[config.mk]
export PLATFORM = sky130hd
export DESIGN_NAME = iir_pole
export DESIGN_NICKNAME = d
export VERILOG_FILES = /design/src/rtl/channel_pkg.sv /design/src/rtl/channel_iir_model_pole.sv
export SDC_FILE = /design/constraint.sdc
export NUM_CORES = 1
export LEC_CHECK = 0
export ABC_AREA = 0
export CORE_MARGIN = 2
export CORE_UTILIZATION = 30
export CTS_BUF_LIST = sky130_fd_sc_hd__clkbuf_2 sky130_fd_sc_hd__clkbuf_4 sky130_fd_sc_hd__clkbuf_8
export CTS_CLUSTER_DIAMETER = 40
export DETAILED_ROUTE_END_ITERATION = 8
export GPL_TIMING_DRIVEN = 0
export PLACE_DENSITY = 0.42
export SLEW_MARGIN = 15
export SYNTH_ARGS = -nofsm -noshare
export SYNTH_HDL_FRONTEND = slang
export SYNTH_SLANG_ARGS = --single-unit
[constraint.sdc]
create_clock -name clk -period 14.4 [get_ports clk]
set_input_delay 2.16 -clock clk [delete_from_list [all_inputs] [get_ports clk]]
set_output_delay 2.16 -clock clk [all_outputs]
set_load 0.005 [all_outputs]
[src/rtl/channel_pkg.sv]
// channel_pkg: shared types, constants and arithmetic helpers for the
// channel_iir_model lossy-channel emulator.
//   DATA_W / COEF_W : sample width (signed) and pole coefficient width (Q0.COEF_W)
//   FS              : full-scale level, 2^(DATA_W-1)-1
//   ALPHA_RST_DEF   : default pole coefficient (~0.811)
//   map_bit()       : NRZ bit -> signed level
//   iir_step()      : one first-order low-pass update with round-half-up
package channel_pkg;
  localparam int DATA_W        = 16;
  localparam int COEF_W        = 16;
  localparam int FS            = 2**(DATA_W-1) - 1;
  localparam int ALPHA_RST_DEF = 53150;
  localparam int PROD_W        = DATA_W + COEF_W + 2;
  localparam int STEP_W        = PROD_W - COEF_W;

  typedef logic signed [DATA_W-1:0] sample_t;
  typedef logic        [COEF_W-1:0] coef_t;
  typedef logic        [COEF_W:0]   beta_t;   // 2^COEF_W - alpha, needs one extra bit

  localparam logic signed [PROD_W-1:0] RND_HALF = PROD_W'(1) << (COEF_W-1);

  function automatic sample_t map_bit(input logic b, input logic bipolar);
    sample_t lvl;
    if (b)            lvl = sample_t'(FS);
    else if (bipolar) lvl = sample_t'(-FS);
    else              lvl = '0;
    return lvl;
  endfunction

  // y + round(((x - y) * beta) / 2^COEF_W), clamped to +/-FS.
  // The clamp is defensive: the update is a convex blend of x and y.
  function automatic sample_t iir_step(input sample_t y, input sample_t x, input beta_t beta);
    logic signed [DATA_W:0]   diff;
    logic signed [PROD_W-1:0] prod;
    logic signed [STEP_W-1:0] step;
    logic signed [STEP_W:0]   sum;
    sample_t                  res;
    diff = {x[DATA_W-1], x} - {y[DATA_W-1], y};
    prod = PROD_W'(diff) * $signed(PROD_W'(beta));
    prod = prod + RND_HALF;
    step = STEP_W'(prod >>> COEF_W);
    sum  = (STEP_W+1)'(y) + (STEP_W+1)'(step);
    if (sum > (STEP_W+1)'(FS))       res = sample_t'(FS);
    else if (sum < (STEP_W+1)'(-FS)) res = sample_t'(-FS);
    else                             res = sample_t'(sum);
    return res;
  endfunction
endpackage

[src/rtl/channel_iir_model_pole.sv]
// iir_pole: one registered first-order low-pass pole.
//   clk  : sample clock (rising edge)
//   Rst  : synchronous active-high reset, clears the state to 0
//   x    : stage input (previous stage output or delayed input level)
//   beta : 2^COEF_W - alpha, shared by all stages
//   y    : registered stage output
module iir_pole
  import channel_pkg::*;
(
  input  logic    clk,
  input  logic    Rst,
  input  sample_t x,
  input  beta_t   beta,
  output sample_t y
);
  sample_t y_q, y_d;

  always_comb y_d = iir_step(y_q, x, beta);

  always_ff @(posedge clk) begin
    if (Rst) y_q <= '0;
    else     y_q <= y_d;
  end

  assign y = y_q;
endmodule

==> impl_metrics.ini <==
[status]
status = complete, no violations

[grt]
track_usage_pct = 18.81
antenna_found_initial = 2
grt_max_degree = 11
first_global_vias = 10490
grt_pass1_wl_um = 60970
gr-total-overflow = 0

[cts]
ctsHoldBuffers = 0
cts.sinks = 16
cts-root-buf = clkbuf_8
clock_latency_ns = 0.26
numCtsBuffers = 3
cts_tree = yes
htree_levels = 1
max-clock-path-buffers = 2
clkTransAtPathRegs_ns = 0.08

[cells_and_area]
largest_reg_flops = 16
nets = 1934
final_cells = 2053
fillCellCount = 4336
drive_gt1_share_pct = 3.026
seqCellArea_um2 = 320.3
final_common_cell = inv_1
final_core_util_pct = 33.31
multiInputGateArea_um2 = 10550
final_cell_mix = inv_1, fa_1, nand2_1
area_growth_pct = 10.22

[routing]
wire_per_inst_um = 18.48
initialDrtViolationCount = 596
drt-total-wl_um = 37950
ant_nets = 0
vias = 9747
remaining_drc_errors = 0
firstDrtPassIters = 6
viasPerCell = 4.748

[yosys]
syn_inst = 1475
synthMuxAreaShare_pct = 0
synth.ff_latch_count = 16
synth_top_area_cell = fa_1
synth_top_family_by_area = adder cells
syn_avg_cell_area_um2 = 8.328
synthFlopType = dfxtp_1
syn_area_um2 = 12280
synth_edf_count = 0
synth_fa_ha_area_share_pct = 52.31
ys_async_sr_fraction_pct = 0
synthesis.nets = 1888
synth-xor-area-share_pct = 3.066
synth-seq-area-share_pct = 2.607
synth_warnings = 0
synth_area_leaders = fa_1, ha_1, inv_1
synth_cell_types = 65
synth_top_area_share_pct = 36.83
synth_compound_area_share_pct = 10.79
synth-simple-area-share_pct = 18.85

[setup_path]
cp-start-kind = primary input
required_ns = 14.54
crit_path_frequent_cell = fa_1
criticalPathCategory = primary input to flip-flop
max_stage_delay_ns = 0.63
cp_slowest_cell = xnor2_2
cp_max_fo = 10
end_kind = flip-flop
cp.arrival_ns = 13.85

[place]
dp.final_hpwl_um = 32670
place.gp.congestion = 0.8670
portBuffers = 42
place_inst = 2049

[sta]
finalSetupTns_ns = 0
tightest_slew_ns = 1.057
hold_viol = 0
relSlewSlack_pct = 29.03
rsz0062_at_grt = no
maxSlewViolCount = 0
fin_skew_ns = 0.008391
holdWs_ns = 0.8107
fin_crit_sh_pct = 95.19
setup_viol = 0
max_clock_freq_mhz = 72.95
final.min_clock_period_ns = 13.71

[job]
cap_violations = 0

[floorplan]
ioPinCount = 51
start_util_pct = 30.22
dieWidth_um = 206.4
rows = 74
core-area_um2 = 40650
die_area_um2 = 42580
die_h_um = 206.4

[min_path]
hp-class = flip-flop to flip-flop
==> through the flow <==
step / setup slack (ns) / cell area [µm²]
final: 0.6927 / 13540
after global routing: 0.01718 / 13540
after CTS: 0.1441 / 13490
after detailed placement: -0.6476 / 13400
after global placement: -0.6518 / 13370
after floorplan: 2.738 / 12280
==> per-layer routing <==
layer / share of wire [%] / up-vias / track usage [%]
met5: 0.034 / - / 0
met4: 1.9 / 2 / 3.418
met3: 2.7 / 24 / 1.325
met2: 49 / 143 / 33.10
met1: 46 / 4832 / 25.48
li1: - / 4746 / -
==> cells by family after synthesis <==
| group | Yosys count |
|---|---|
| adders and majority gates | 378 |
| buffers and inverters | 401 |
| AOI/OAI and AO/OA | 175 |
| DFF | 16 |
| xor gates and xnor gates | 43 |
| and+or+nand+nor | 462 |
==> final timing paths <==
path / start / end / slack (ns) / cells past startpoint
worst max register to register: y[1] / y[11] / 2.51 / 42
worst min register to register: y[2] / y[2] / 0.81 / 3
worst min-delay path: y[2] / y[2] / 0.81 / 3
worst max-delay path: x[0] / y[11] / 0.69 / 41
==> synth_stat cells, types with 14 or more instances <==
| cell type | count |
|---|---|
| dfxtp_1 | 16 |
| o311ai_0 | 16 |
| nor2_1 | 54 |
| nand2b_1 | 21 |
| nand3_1 | 40 |
| nor3_1 | 21 |
| fa_1 | 226 |
| nor2b_1 | 25 |
| a21oi_1 | 24 |
| ha_1 | 152 |
| xnor2_1 | 29 |
| inv_1 | 327 |
| o21ai_0 | 19 |
| and2_1 | 66 |
| nand2_1 | 174 |
| a311oi_1 | 18 |
| xor2_1 | 14 |
| clkbuf_1 | 70 |
==> layout make-up <==
| type | count | area share, % |
|---|---|---|
| Multi-Input combinational cell | 1058 | 77.95 |
| Inverter | 328 | 9.093 |
| Tap cell | 532 | 4.916 |
| Timing Repair Buffer | 42 | 3.105 |
| Sequential cell | 16 | 2.366 |
| Buffer | 72 | 2.144 |
| Clock buffer | 4 | 0.4066 |
| Antenna cell | 1 | 0.01848 |
==> worst max-delay path: cells and delay by family <==
kind | cells | cell delay [ns]
fa+ha+maj | 10 | 4.29
simple gates | 6 | 1.22
xor+xnor | 2 | 0.95
compound gates | 14 | 3.66
buf+inv | 9 | 1.54
==> what timing repair did <==
item                       4_1_cts  5_1_grt
resized for setup                6       13
setup buffers                    0        0
setup endpoints to repair       15       15
Power is not shown: default switching activity piles up to over one toggle a cycle in this logic, so the estimate is an artifact.
